`src/rtl/if_pkg.sv`:
```
// Shared constants and types for the instruction-fetch prefetch stage.
//   NOP_INSN         : word presented to decode while no instruction is valid
//   PC_RESET_DEFAULT : default first fetch address after reset
//   INSN_BYTES       : fetch stride in bytes
//   fetch_entry_t    : one buffered fetch {instr, pc}
package if_pkg;
  localparam logic [31:0] NOP_INSN         = 32'h0000_0013;
  localparam logic [31:0] PC_RESET_DEFAULT = 32'h0000_0000;
  localparam int          INSN_BYTES       = 4;

  typedef struct packed {
    logic [31:0] instr;
    logic [31:0] pc;
  } fetch_entry_t;
endpackage

```
`src/rtl/if_prefetch_if.sv`:
```
// Instruction-memory request/response bus.
//   stb   : request valid (fetch -> memory)
//   addr  : request address, word aligned (fetch -> memory)
//   stall : request not accepted this cycle (memory -> fetch)
//   ack   : response valid, in request order (memory -> fetch)
//   data  : response instruction word (memory -> fetch)
// master = fetch stage, slave = memory.
interface if_prefetch_if #(
  parameter int XLEN = 32
);
  logic            stb;
  logic [XLEN-1:0] addr;
  logic            stall;
  logic            ack;
  logic [XLEN-1:0] data;

  modport master (output stb, addr, input stall, ack, data);
  modport slave  (input stb, addr, output stall, ack, data);
endinterface

```
`src/rtl/if_fifo.sv`:
```
// Synchronous FIFO with flush. Used for the PC-tag queue and the
// instruction buffer of the prefetch stage.
//   clk, rst_n : clock, synchronous active-low reset
//   flush      : empties the FIFO at the next edge (wins over push/pop)
//   push/wdata : write an entry
//   pop        : drop the head entry
//   rdata      : head entry (undefined while empty)
//   count      : number of stored entries
//   empty/full : occupancy flags
// DEPTH must be a power of two so the pointers wrap for free.
module if_fifo #(
  parameter int WIDTH = 32,
  parameter int DEPTH = 4
) (
  input  logic                         clk,
  input  logic                         rst_n,
  input  logic                         flush,
  input  logic                         push,
  input  logic [WIDTH-1:0]             wdata,
  input  logic                         pop,
  output logic [WIDTH-1:0]             rdata,
  output logic [$clog2(DEPTH+1)-1:0]   count,
  output logic                         empty,
  output logic                         full
);
  localparam int AW = $clog2(DEPTH);
  localparam int CW = $clog2(DEPTH + 1);

  logic [WIDTH-1:0] mem [DEPTH];
  logic [AW-1:0]    wr_ptr;
  logic [AW-1:0]    rd_ptr;

  always_ff @(posedge clk) begin
    if (!rst_n || flush) begin
      wr_ptr <= '0;
      rd_ptr <= '0;
      count  <= '0;
    end else begin
      if (push) wr_ptr <= wr_ptr + AW'(1);
      if (pop)  rd_ptr <= rd_ptr + AW'(1);
      count <= count + CW'(push) - CW'(pop);
    end
  end

  // Storage carries no reset; stale contents are unreachable once pointers clear.
  always_ff @(posedge clk) begin
    if (push) mem[wr_ptr] <= wdata;
  end

  assign rdata = mem[rd_ptr];
  assign empty = (count == '0);
  assign full  = (count == CW'(DEPTH));
endmodule

```
`src/rtl/if_prefetch.sv`:
```
// Instruction-fetch stage with pipelined imem requests and an in-order
// prefetch buffer toward decode.
//   clk, rst_n    : clock, synchronous active-low reset
//   imem          : imem bus (master side): stb/addr out, stall/ack/data in
//   i_redirect    : redirect the fetch stream this cycle
//   i_redirect_pc : redirect target; bit 0 is cleared (jalr)
//   o_instr_valid : buffer head valid toward decode
//   o_instr       : head instruction, NOP_INSN when not valid
//   o_pc          : head PC, 0 when not valid
//   i_dec_ready   : decode accepts the head this cycle
// Up to DEPTH words are either buffered or in flight. Responses to requests
// issued before a redirect are counted in kill and discarded on return.
module if_prefetch #(
  parameter int              XLEN     = 32,
  parameter int              DEPTH    = 4,
  parameter logic [XLEN-1:0] PC_RESET = if_pkg::PC_RESET_DEFAULT,
  parameter logic [XLEN-1:0] NOP_INSN = if_pkg::NOP_INSN
) (
  input  logic             clk,
  input  logic             rst_n,
  if_prefetch_if.master    imem,
  input  logic             i_redirect,
  input  logic [XLEN-1:0]  i_redirect_pc,
  output logic             o_instr_valid,
  output logic [XLEN-1:0]  o_instr,
  output logic [XLEN-1:0]  o_pc,
  input  logic             i_dec_ready
);
  import if_pkg::*;

  localparam int CW = $clog2(DEPTH + 1);

  logic [XLEN-1:0] fetch_pc;
  logic [CW-1:0]   outstanding;
  logic [CW-1:0]   kill;
  logic [CW-1:0]   out_next;
  logic [CW-1:0]   fifo_cnt;
  logic [CW-1:0]   tag_cnt;
  logic [CW:0]     occ;
  logic            fifo_empty, fifo_full, tag_empty, tag_full;
  logic [XLEN-1:0] tag_pc, head_instr, head_pc;
  logic            accept, live_ack, pop;

  // Credit check counts in-flight requests, so an ack always finds room.
  assign occ      = {1'b0, fifo_cnt} + {1'b0, outstanding};
  assign imem.stb = rst_n && !i_redirect && (occ < (CW+1)'(DEPTH));
  assign imem.addr = fetch_pc;
  assign accept   = imem.stb && !imem.stall;
  assign live_ack = imem.ack && (kill == '0);
  assign out_next = outstanding + CW'(accept) - CW'(imem.ack);

  assign o_instr_valid = !fifo_empty && !i_redirect;
  assign pop           = o_instr_valid && i_dec_ready;
  assign o_instr       = o_instr_valid ? head_instr : NOP_INSN;
  assign o_pc          = o_instr_valid ? head_pc : '0;

  if_fifo #(.WIDTH(XLEN), .DEPTH(DEPTH)) u_tag_q (
    .clk   (clk),
    .rst_n (rst_n),
    .flush (i_redirect),
    .push  (accept),
    .wdata (fetch_pc),
    .pop   (live_ack),
    .rdata (tag_pc),
    .count (tag_cnt),
    .empty (tag_empty),
    .full  (tag_full)
  );

  if_fifo #(.WIDTH(2*XLEN), .DEPTH(DEPTH)) u_instr_q (
    .clk   (clk),
    .rst_n (rst_n),
    .flush (i_redirect),
    .push  (live_ack),
    .wdata ({imem.data, tag_pc}),
    .pop   (pop),
    .rdata ({head_instr, head_pc}),
    .count (fifo_cnt),
    .empty (fifo_empty),
    .full  (fifo_full)
  );

  always_ff @(posedge clk) begin
    if (!rst_n) begin
      fetch_pc    <= PC_RESET;
      outstanding <= '0;
      kill        <= '0;
    end else begin
      outstanding <= out_next;
      if (i_redirect) begin
        fetch_pc <= i_redirect_pc & ~XLEN'(1);
        // Every request still in flight after this edge belongs to the old
        // stream; this already includes any kill not yet drained.
        kill     <= out_next;
      end else begin
        if (accept) fetch_pc <= fetch_pc + XLEN'(INSN_BYTES);
        if (imem.ack && (kill != '0)) kill <= kill - CW'(1);
      end
    end
  end

  a_no_spurious_ack: assert property (@(posedge clk) disable iff (!rst_n)
    !(imem.ack && (outstanding == '0)));
  a_kill_bound: assert property (@(posedge clk) disable iff (!rst_n)
    kill <= outstanding);
  a_tag_balance: assert property (@(posedge clk) disable iff (!rst_n)
    ({1'b0, tag_cnt} + {1'b0, kill}) == {1'b0, outstanding});
  a_buf_room: assert property (@(posedge clk) disable iff (!rst_n)
    !(live_ack && fifo_full && !pop));
  a_tag_room: assert property (@(posedge clk) disable iff (!rst_n)
    !(accept && tag_full));
  a_tag_present: assert property (@(posedge clk) disable iff (!rst_n)
    !(live_ack && tag_empty));
endmodule

```
`src/flat_wrapper.sv`:
```
// flat-port wrapper written by rule: the top's interface ports become plain ports
module if_prefetch_flat import if_pkg::*;
#(
  parameter int              XLEN     = 32,
  parameter int              DEPTH    = 4,
  parameter logic [XLEN-1:0] PC_RESET = if_pkg::PC_RESET_DEFAULT,
  parameter logic [XLEN-1:0] NOP_INSN = if_pkg::NOP_INSN
)
  (clk, rst_n, i_redirect, i_redirect_pc, o_instr_valid, o_instr, o_pc, i_dec_ready, imem_stb, imem_addr, imem_stall, imem_ack, imem_data);
  if_prefetch_if #(.XLEN(XLEN)) imem_i ();
  input  logic clk;
  input  logic rst_n;
  input  logic i_redirect;
  input  logic [XLEN-1:0] i_redirect_pc;
  output logic o_instr_valid;
  output logic [XLEN-1:0] o_instr;
  output logic [XLEN-1:0] o_pc;
  input  logic i_dec_ready;
  output wire logic [$bits(imem_i.stb)-1:0] imem_stb;
  output wire logic [$bits(imem_i.addr)-1:0] imem_addr;
  input wire logic [$bits(imem_i.stall)-1:0] imem_stall;
  input wire logic [$bits(imem_i.ack)-1:0] imem_ack;
  input wire logic [$bits(imem_i.data)-1:0] imem_data;
  assign imem_stb = imem_i.stb;
  assign imem_addr = imem_i.addr;
  assign imem_i.stall = imem_stall;
  assign imem_i.ack = imem_ack;
  assign imem_i.data = imem_data;
  if_prefetch #(.XLEN(XLEN), .DEPTH(DEPTH), .PC_RESET(PC_RESET), .NOP_INSN(NOP_INSN)) u_core (.clk(clk), .rst_n(rst_n), .imem(imem_i), .i_redirect(i_redirect), .i_redirect_pc(i_redirect_pc), .o_instr_valid(o_instr_valid), .o_instr(o_instr), .o_pc(o_pc), .i_dec_ready(i_dec_ready));
endmodule
```
`config.mk`:
```
export PLATFORM = sky130hd
export DESIGN_NAME = if_prefetch_flat
export DESIGN_NICKNAME = d
export VERILOG_FILES = /design/src/rtl/if_pkg.sv /design/src/rtl/if_prefetch_if.sv /design/src/rtl/if_fifo.sv /design/src/rtl/if_prefetch.sv /design/src/flat_wrapper.sv
export SDC_FILE = /design/constraint.sdc
export NUM_CORES = 1
export LEC_CHECK = 0
export BUFFER_PORTS_ARGS = -buffer_cell sky130_fd_sc_hd__clkbuf_2
export CAP_MARGIN = 30
export CORE_MARGIN = 2
export CORE_UTILIZATION = 55
export CTS_CLUSTER_DIAMETER = 80
export DETAILED_ROUTE_END_ITERATION = 6
export GPL_TIMING_DRIVEN = 0
export HOLD_SLACK_MARGIN = 0.05
export PLACE_DENSITY = 0.75
export SYNTH_ARGS = -nofsm -noshare
export SYNTH_HDL_FRONTEND = slang
export SYNTH_HIERARCHICAL = 1
export SYNTH_SLANG_ARGS = --single-unit
```
`constraint.sdc`:
```
create_clock -name clk -period 4.3 [get_ports clk]
set_input_delay 1.29 -clock clk [delete_from_list [all_inputs] [get_ports clk]]
set_output_delay 1.29 -clock clk [all_outputs]
set_load 0.05 [all_outputs]
```
# Word level (Yosys, flattened, before mapping)
# Memory sizes are Yosys's and may differ from the RTL's. A register that Yosys moved wholly into a read port is not among the register bits.
# Index checks and enable logic that the tools add are counted.
[classes] addsub=11 n_reduce_logical=18 bitwise=1 n_lt_le_gt_ge=1 n_mux=14
[op_table] op="$mux W32" n=4
[op_table] op="$add A32 B3 Y32 const B" n=1
[op_table] op="$add A2 B1 Y2 const B" n=4
[op_table] op="$mux W2" n=4
[op_table] op="$logic_and A1 B1 Y1" n=7
[op_table] op="$add A3 B1 Y3" n=2
[op_table] op="$logic_not A3 Y1" n=2
[op_table] op="$mux W3" n=2
[op_table] op="$sub A3 B1 Y3" n=2
[op_table] op="$add A3 B3 Y4" n=1
[op_table] op="$logic_not A1 Y1" n=4
[op_table] op="$lt A4 B3 Y1 const B" n=1
[op_table] op="$mux W1" n=4
[op_table] op="$reduce_bool A2 Y1" n=2
[op_table] op="$reduce_bool A3 Y1" n=1
[op_table] op="$sub A3 B1 Y3 const B" n=1
[op_table] op="$reduce_or A2 Y1" n=1
[op_table] op="$logic_or A1 B1 Y1" n=1
[op_table] op="$not A1 Y1" n=1
[totals] register_bits=49 ram_bits=384 mem_count=2 word_cells=56
[memory_table] name="u_core.u_instr_q.mem" depth=4 width=64 rd=1 rd_ports_with_merged_regs=1 wr=1 line_no="if_fifo.sv:29" source="logic [WIDTH-1:0] mem [DEPTH];"
[memory_table] name="u_core.u_tag_q.mem" depth=4 width=32 rd=1 rd_ports_with_merged_regs=1 wr=1 line_no="if_fifo.sv:29"

# Longest topological paths before layout
# Gate-level depths: netlist (run 1).
[logic_depth] depth_word=7 mapped_depth=12 ltp_nobuf=10

# By module
# The synthesis (run 1) kept the hierarchy.
[modules_own_cells] mod="if_fifo (u_core.u_instr_q)" area_per_inst_um2=9761.9 seq_area_each_um2=7867.5 cells_per_inst=380 n_inst=1
[modules_own_cells] mod="if_fifo (u_core.u_tag_q)" area_per_inst_um2=5109.9 seq_area_each_um2=4023.9 cells_per_inst=213 n_inst=1
[modules_own_cells] mod="if_prefetch" area_per_inst_um2=2647.5 seq_area_each_um2=740.7 cells_per_inst=349 n_inst=1

# Worst setup path before layout (run 1)
# Ideal clock, no wire load.
[synth_path] path_type="input -> output" startpoint="in i_redirect" endpoint="out o_pc[22]" path_stages=4 arrival_ps=2869 path_buffers=2 path_slack_ps=141 cell_sequence="clkbuf_1 -> nor2_1 -> clkbuf_1 -> and2_1"
[synth_between] elab_chain_len=3
[synth_rtl] element="start, declared" line_no="flat_wrapper.sv:13" source="input logic i_redirect;"
[synth_rtl] element="$logic_not A1 Y1" line_no="if_prefetch.sv:52" source="assign o_instr_valid = !fifo_empty && !i_redirect;"
[synth_rtl] element="$logic_and A1 B1 Y1" line_no="if_prefetch.sv:52"
[synth_rtl] element="net o_instr_valid" line_no="flat_wrapper.sv:15" source="output logic o_instr_valid;"
[synth_rtl] element="$mux W32" line_no="if_prefetch.sv:55" source="assign o_pc = o_instr_valid ? head_pc : '0;"
[synth_rtl] element="end, declared" line_no="flat_wrapper.sv:17" source="output logic [XLEN-1:0] o_pc;"
# The timed path passes the listed nets, and every way through them passes these cells.

# Worst setup path after layout (run 1)
[layout_path] startpoint="in i_redirect" endpoint="out o_pc[0]"
[layout_between] elab_chain_len=3
[layout_rtl] element="$logic_not A1 Y1" line_no="if_prefetch.sv:52"
[layout_rtl] element="$logic_and A1 B1 Y1" line_no="if_prefetch.sv:52"
[layout_rtl] element="$mux W32" line_no="if_prefetch.sv:55"
# No other way between the ends.

==> results.toml, run 1 <==
[drt]
num_vias = 9228
wirelength_mm = 34.23
detail-route-antenna-nets = 0
wl_per_cell_um = 21.69
drcViolationCount = 0
first_pass_iters = 5
detail_route.iter0.violations = 828
viasPerCell = 5.848

[global_routing]
grt-ovfl-total = 0
grtUsageTotal = 0.2122
antenna_found_initial = 0
grt_max_degree = 49
grt_pass1_wl_mm = 53.42
grt_pass1_vias = 9210

[placed_design]
portBuffers = 165
dp_hpwl_mm = 21.97
place_ws_ps = -104.5
place_congestion = 0.8817

[power]
vdd_ir_drop_max_uv = 245.9
power_density_nw_per_um2 = 483.8
leakage_nw = 6.976
power.total_w = 0.009798

[floorplan]
die_w_um = 181.6
chipHeight_um = 181.6
coreArea_um2 = 31310
dieArea_um2 = 32960
start_util = 0.5538
io_pins = 168
rows = 65

[cts]
post_cts_buffers = 0
cts_tree = "yes"
htree_levels = 2
cts_buffer_depth = 3
clock-sinks = 436
cts-root-buf = "clkbuf_16"
clk_pin_slew_ps = 60
numCtsBuffers = 44
clock_latency_ps = 530

[sta]
hold_ws_ps = 547.2
finalHoldViolCount = 0
slew_headroom = 0.3928
worstMarginPinSlew_ps = 910.8
setup_viol = 0
grt_setup_unrepaired = "false"
clock-skew-final_ps = 13.84
max_freq_ghz = 0.2415
finalMaxSlewViolations = 0
timing.final.crit_share = 0.9631
period_needed_ps = 4141
worst_slack_ps = 158.8

[setup_path]
crit_type = "input port to primary output"
crit_fanout = 16
cp-end-kind = "primary output"
worstPathArrival_ps = 2850
required_ps = 3010
critPathLaunchType = "input port"

[worst_hold_path]
hp-class = "flip-flop to flip-flop"

[final_layout]
drive_gt1_frac = 0.3180
fin_util = 0.6468
finalNetCount = 1231
diodes = 0
fillers = 2156
syn2layout_area_growth_pct = 16.79

[synth]
synthCells = 923
synth_area_per_cell_um2 = 18.79
syn_area_um2 = 17340
synth_warnings = 6

[outcome]
status = "completed"

[job]
max-cap-violations = 0
==> cells in the final DEF (no fill, tap or decap), types with 22 or more instances in the layout <==
master,n
mux4_2,90
clkbuf_1,27
dfxtp_1,52
edfxtp_1,384
a21oi_1,24
clkbuf_16,45
and2_1,66
nand2_1,22
inv_1,23
nor2_1,29
clkbuf_2,171
==> stage by stage <==
stage	cell area [um^2]	TNS, ps	std cells
floorplan	17350	0	927
global placement	18680	-310920	1494
detailed placement	18810	-1363	1499
CTS	20250	0	1579
global route	20250	0	1578
finish	20250	0	1578
==> sequential cells by signal (all words and copies together), names as in the netlist, named ones only <==
name / cells
u_core/u_tag_q/rd_ptr: 2
u_core/imem.addr: 31
u_core/u_tag_q/mem: 128
u_core/u_instr_q/wr_ptr: 2
u_core/u_instr_q/mem: 256
u_core/u_instr_q/rd_ptr: 2
u_core/u_instr_q/count: 3
u_core/u_tag_q/wr_ptr: 2
u_core/outstanding: 3
u_core/kill: 3
==> critical path: stages <==
cell	delay [ps]
clkbuf_2	100
clkbuf_1	190
nor2_2	310
buf_6	230
clkbuf_2	260
and2_1	170
clkbuf_2	270
==> final cells by class <==
class                           instances  area (um^2)  area share
Clock buffer                           61         1206     0.05956
Sequential cell                       436        12570      0.6208
Clock inverter                         19        227.7     0.01124
Buffer                                 44        351.6     0.01736
Timing Repair Buffer                  170        939.7     0.04640
Tap cell                              402        503.0     0.02484
Multi-Input combinational cell        421         4357      0.2151
Inverter                               25        93.84    0.004634
==> final timing paths <==
| path | startpoint | end | slack [ps] | depth (start not counted) |
|---|---|---|---|---|
| worst min-delay path | u_core/imem.addr[12] | u_core/u_tag_q/mem[2][12] | 550 | 0 |
| worst max-delay path | i_redirect | o_pc[0] | 160 | 7 |
| worst min register to register | u_core/imem.addr[12] | u_core/u_tag_q/mem[2][12] | 550 | 0 |
| worst max register to register | u_core/u_instr_q/count[1] | u_core/u_tag_q/mem[3][9] | 990 | 6 |
==> repair_timing <==
item | in CTS | in global routing
setup endpoints to repair | 31 | 32
hold buffers | 0 | 0
gates resized for setup | 1 | 10
==> metal layers <==
layer  track usage  up-vias  routed length [um]
met5             0        -                   0
met3       0.03530       50                2226
li1              -     4136                   -
met4       0.05138        0                 555
met2        0.3482      352               16960
met1        0.3029     4690               14490
==> power by group <==
group          internal (W)  total [W]  switching [W]  leakage (nW)
Combinational      0.000397    0.00107       0.000675          2.35
Sequential          0.00488    0.00499       0.000108          3.93
Clock               0.00226    0.00374        0.00148         0.691
Total               0.00754    0.00980        0.00226          6.98
No activity file was read; power rests on OpenSTA's default activity.
==> inputs of run 2 (changes only) <==
Settings changed: GPL_TIMING_DRIVEN 0 to default.
Clock period 4.3 ns to 4.82 ns, I/O delays scaled along.
==> results.toml, run 2 (same netlist as run 1, synthesis figures left out) <==
[drt]
detail-route-antenna-nets = 0
viasPerCell = 5.869
wirelength_mm = 33.85
num_vias = 9103
drcViolationCount = 0
first_pass_iters = 5
wl_per_cell_um = 21.82
detail_route.iter0.violations = 797

[final_layout]
largest-register = "u_core/u_instr_q/mem"
final_common_cell = "edfxtp_1"
drive_gt1_frac = 0.3142
finalNetCount = 1207
largest_reg_flops = 256
diodes = 0
fillers = 2164
multi_input_area_um2 = 4357
layout_common_cells = "edfxtp_1 (384), clkbuf_2 (139), mux4_2 (90), and2_1 (70), dfxtp_1 (48)"
syn2layout_area_growth_pct = 17.25
ff_latch_area_um2 = 12580

[sta]
setup_viol = 0
grt_setup_unrepaired = "false"
worstMarginPinSlew_ps = 904.1
finalMaxSlewViolations = 0
tns_ps = 0
clock-skew-final_ps = 13.04
slew_headroom = 0.3973
finalHoldViolCount = 0
timing.final.crit_share = 0.8496
period_needed_ps = 4095
max_freq_ghz = 0.2442

[power]
vdd_ir_drop_max_uv = 271.3
seqPwrFrac = 0.522
power.share.clock = 0.363
share_comb_of_total_power = 0.115
switching_share = 0.2369
leakage_nw = 6.930
intPower_w = 0.006513
power.total_w = 0.008536
power_density_nw_per_um2 = 419.9
p_switching_w = 0.002023

[floorplan]
start_util = 0.5538
die_w_um = 181.6
dieArea_um2 = 32960
chipHeight_um = 181.6
rows = 65
io_pins = 168
coreArea_um2 = 31310

[cts]
cts_resized = 0
cts-root-buf = "clkbuf_16"
clock_latency_ps = 530
post_cts_buffers = 0
numCtsBuffers = 43
cts_tree = "yes"
clock-sinks = 436
clk_pin_slew_ps = 60
cts_buffer_depth = 3
htree_levels = 2
cts_hold_buf = 0

[global_routing]
grt_max_degree = 42
grtUsageTotal = 0.2102
grt-ovfl-total = 0
antenna_found_initial = 0
grt_pass1_wl_mm = 53.24
grt_pass1_vias = 9336

[outcome]
status = "completed"

[setup_path]
crit_fanout = 32
r2r_start = "u_core/u_instr_q/count[1]"
critPathLaunchType = "flip-flop"
r2r_cells = 9
rr_endpoint = "u_core/u_instr_q/count[2]"
r2r_slack_ps = 2170
cp-endpoint = "o_instr[29]"
cp-end-kind = "primary output"
crit_type = "flip-flop to primary output"
required_ps = 3370
worstPathArrival_ps = 2650

[placed_design]
dp_hpwl_mm = 20.90
portBuffers = 165
place_congestion = 0.8460

[job]
max-cap-violations = 0

[worst_hold_path]
hp-class = "flip-flop to flip-flop"
[run 2: cell types whose count changed in the layout (fill, tap and decap cells not counted), sizes merged]
cell      change
clkbuf       -55
buf          +22
clkinv       +10
bufinv        -3
clkinvlp      -2
inv           +1
[run 2: area by class of cell]
| class | instances | share of cell area |
|---|---|---|
| clock buffers | 51 | 0.05545 |
| clock inverters | 25 | 0.008863 |
| inverters | 25 | 0.004616 |
| multi-input cells | 421 | 0.2143 |
| flip-flops and latches | 436 | 0.6189 |
| well taps | 402 | 0.02474 |
| repair buffers | 191 | 0.07312 |
[run 2: power groups by stage]
stage	logic [W]	registers, W	clock network [W]
after CTS	0.000994	0.00446	0.00317
after detailed placement	0.000987	0.00454	0
final	0.000980	0.00446	0.00310
after global placement	0.000968	0.00452	0
after global routing	0.00105	0.00448	0.00332
after floorplan	0.000626	0.00456	0
[run 2: worst min path at each step]
| stage | start | endpoint | slack, ps | cells after the start |
|---|---|---|---|---|
| after floorplan | u_core/u_instr_q/rd_ptr[1] | flip-flop | 500 | 2 |
| after global placement | u_core/u_tag_q/rd_ptr[1] | flip-flop | 500 | 2 |
| after detailed placement | u_core/u_tag_q/rd_ptr[0] | flip-flop | 530 | 2 |
| after CTS | u_core/u_tag_q/rd_ptr[0] | flip-flop | 530 | 2 |
| after global routing | u_core/u_tag_q/rd_ptr[0] | flip-flop | 570 | 2 |
| final | u_core/u_tag_q/rd_ptr[0] | flip-flop | 530 | 2 |
[run 2: routing by layer]
layer | GRT usage | wire [um] | up-vias
li1 | - | - | 4085
met1 | 0.2991 | 14410 | 4589
met2 | 0.3473 | 16580 | 377
met3 | 0.03269 | 2213 | 52
met4 | 0.05171 | 639 | 0
met5 | 0 | 0 | -
[run 2: worst max-delay path: stages (launching register included)]
cell	delay, ps
dfxtp_4	790
buf_12	310
mux4_1	590
and2_1	150
clkbuf_2	230
[run 2: stage by stage]
stage / hold slack (ps) / worst slack (ps) / utilization / cells / area [um^2]
6_report: 527.0 / 724.9 / 0.6493 / 1551 / 20330
5_1_grt: 574.9 / 540.2 / 0.6493 / 1551 / 20330
4_1_cts: 533.6 / 631.8 / 0.6493 / 1551 / 20330
3_5_place_dp: 526.5 / 791.4 / 0.6075 / 1475 / 19020
3_3_place_gp: 504.5 / 818.5 / 0.6073 / 1474 / 19010
2_1_floorplan: 499.3 / 349.1 / - / 927 / 17350
==> inputs of run 3 (changes only) <==
Settings changed: ABC_AREA from default to 1, PLACE_DENSITY 0.75 to 0.74.
Clock period 4.82 ns to 4 ns, I/O delays scaled along.
==> results.toml, run 3 <==
[outcome]
status = "completed"

[floorplan]
start_util = 0.5535
io_pins = 168
chipHeight_um = 189.8
dieArea_um2 = 36010
die_w_um = 189.8
coreArea_um2 = 34290
rows = 68

[cts]
cts_tree = "yes"
numCtsBuffers = 44
post_cts_buffers = 0
cts-root-buf = "clkbuf_16"
clock_latency_ps = 540
cts_resized = 0
clock-sinks = 436
clk_pin_slew_ps = 60
cts_hold_buf = 0
cts_buffer_depth = 3
htree_levels = 2

[power]
power_density_nw_per_um2 = 466.4
power.share.clock = 0.383
p_switching_w = 0.002429
switching_share = 0.2371
share_comb_of_total_power = 0.098
leakage_nw = 8.797
intPower_w = 0.007814
vdd_ir_drop_max_uv = 312.1
power.total_w = 0.01024
seqPwrFrac = 0.519

[sta]
grt_setup_unrepaired = "false"
max_freq_ghz = 0.2653
timing.final.crit_share = 0.9422
clock-skew-final_ps = 18.06
finalMaxSlewViolations = 0
period_needed_ps = 3769
slew_headroom = 0.4105
worstMarginPinSlew_ps = 884.2
finalHoldViolCount = 0
setup_viol = 0

[final_layout]
fin_util = 0.6405
finalNetCount = 2066
final_common_cell = "edfxtp_1"
layout_common_cells = "edfxtp_1 (384), nand2_1 (383), inv_1 (331), clkbuf_2 (149), a21oi_1 (129)"
diodes = 0
fillers = 2630
largest-register = "u_core/u_instr_q/mem"
largest_reg_flops = 256
drive_gt1_frac = 0.1462
syn2layout_area_growth_pct = 15.72

[synth]
syn_area_um2 = 18980
synth_warnings = 6
synthCells = 1812
synth_area_per_cell_um2 = 10.47

[setup_path]
cp_cell_sequence = "clkbuf_2, nor2_2, inv_2, buf_4, nor2_2, clkbuf_2"
critPathLaunchType = "input port"
critical_path_depth = 6
required_ps = 2800
max_stage_delay_ps = 600
critPathSlowestCell = "inv_2"
crit_type = "input port to primary output"
cp_top_family = "buffers and inverters"
crit_fanout = 46
worstPathArrival_ps = 2570
cp-end-kind = "primary output"
r2r_cells = 10
path_buf_inv = 4

[drt]
viasPerCell = 5.137
first_pass_iters = 5
detail-route-antenna-nets = 0
wl_per_cell_um = 14.92
wirelength_mm = 36.69
num_vias = 12630
detail_route.iter0.violations = 918
drcViolationCount = 0

[worst_hold_path]
whs_path_depth = 2
hp-class = "flip-flop to flip-flop"

[global_routing]
grtUsageMet2 = 0.3384
grtUsageTotal = 0.2063
grt_max_degree = 93
top_usage_layer = "met2"
grt_pass1_wl_mm = 59.30
antenna_found_initial = 0
met1_usage = 0.2886
grt-ovfl-total = 0
grtUsageMet3 = 0.03376
grt_pass1_vias = 11810

[job]
max-cap-violations = 0

[placed_design]
portBuffers = 165
dp_hpwl_mm = 23.02
place_congestion = 0.8746
==> run 3: per-stage QoR <==
step           std cells  TNS (ps)  instance area, um^2  hold slack (ps)  setup WS (ps)
3_3_place_gp        2385         0                20550            435.6          274.3
6_report            2459         0                21960            466.7          231.4
4_1_cts             2459         0                21960            469.7          208.6
2_1_floorplan       1816     -6763                19020            435.6         -135.3
3_5_place_dp        2386         0                20580            455.4          209.2
5_1_grt             2459         0                21960            495.3          138.2
==> run 3: final timing paths <==
path / end / start / slack (ps)
min reg2reg: flip-flop / u_core/u_tag_q/rd_ptr[1] / 470
min: flip-flop / u_core/u_tag_q/rd_ptr[1] / 470
max: o_instr[6] / i_redirect / 230
max reg2reg: u_core/u_instr_q/count[1] / u_core/u_instr_q/count[2] / 1260
==> run 3: area by class of cell <==
class	instances	area (um^2)	area share
sequential	436	12580	0.5731
tap	455	569.3	0.02592
timing repair buffer	199	1491	0.06792
clock inverter	18	203.9	0.009287
clock buffer	55	1174	0.05344
inverter	339	1272	0.05795
multi-input combinational	957	4664	0.2124
==> run 3: power groups by stage <==
stage,Sequential [W],Clock [W],Combinational (W)
2_1_floorplan,0.00544,0,0.000627
3_3_place_gp,0.00541,0,0.000966
3_5_place_dp,0.00541,0,0.00101
4_1_cts,0.00531,0.00401,0.00101
5_1_grt,0.00533,0.00417,0.00111
6_report,0.00531,0.00393,0.00100
==> run 3: worst reg2reg max path, stage by stage (launching register included) <==
cell     delay [ps]
dfxtp_1         350
nor3_1          230
nor2_2           70
inv_2           600
nor2_1          260
ha_1            350
inv_1            40
ha_1            180
fa_1            480
inv_1            40
nor2_1           90
==> run 3: per-layer routing <==
metal	part of all wire	routed length (um)	vias to the layer above
met2	0.46	16790	443
li1	-	-	6304
met5	0	0	-
met1	0.45	16500	5820
met4	0.021	762	0
met3	0.072	2640	66
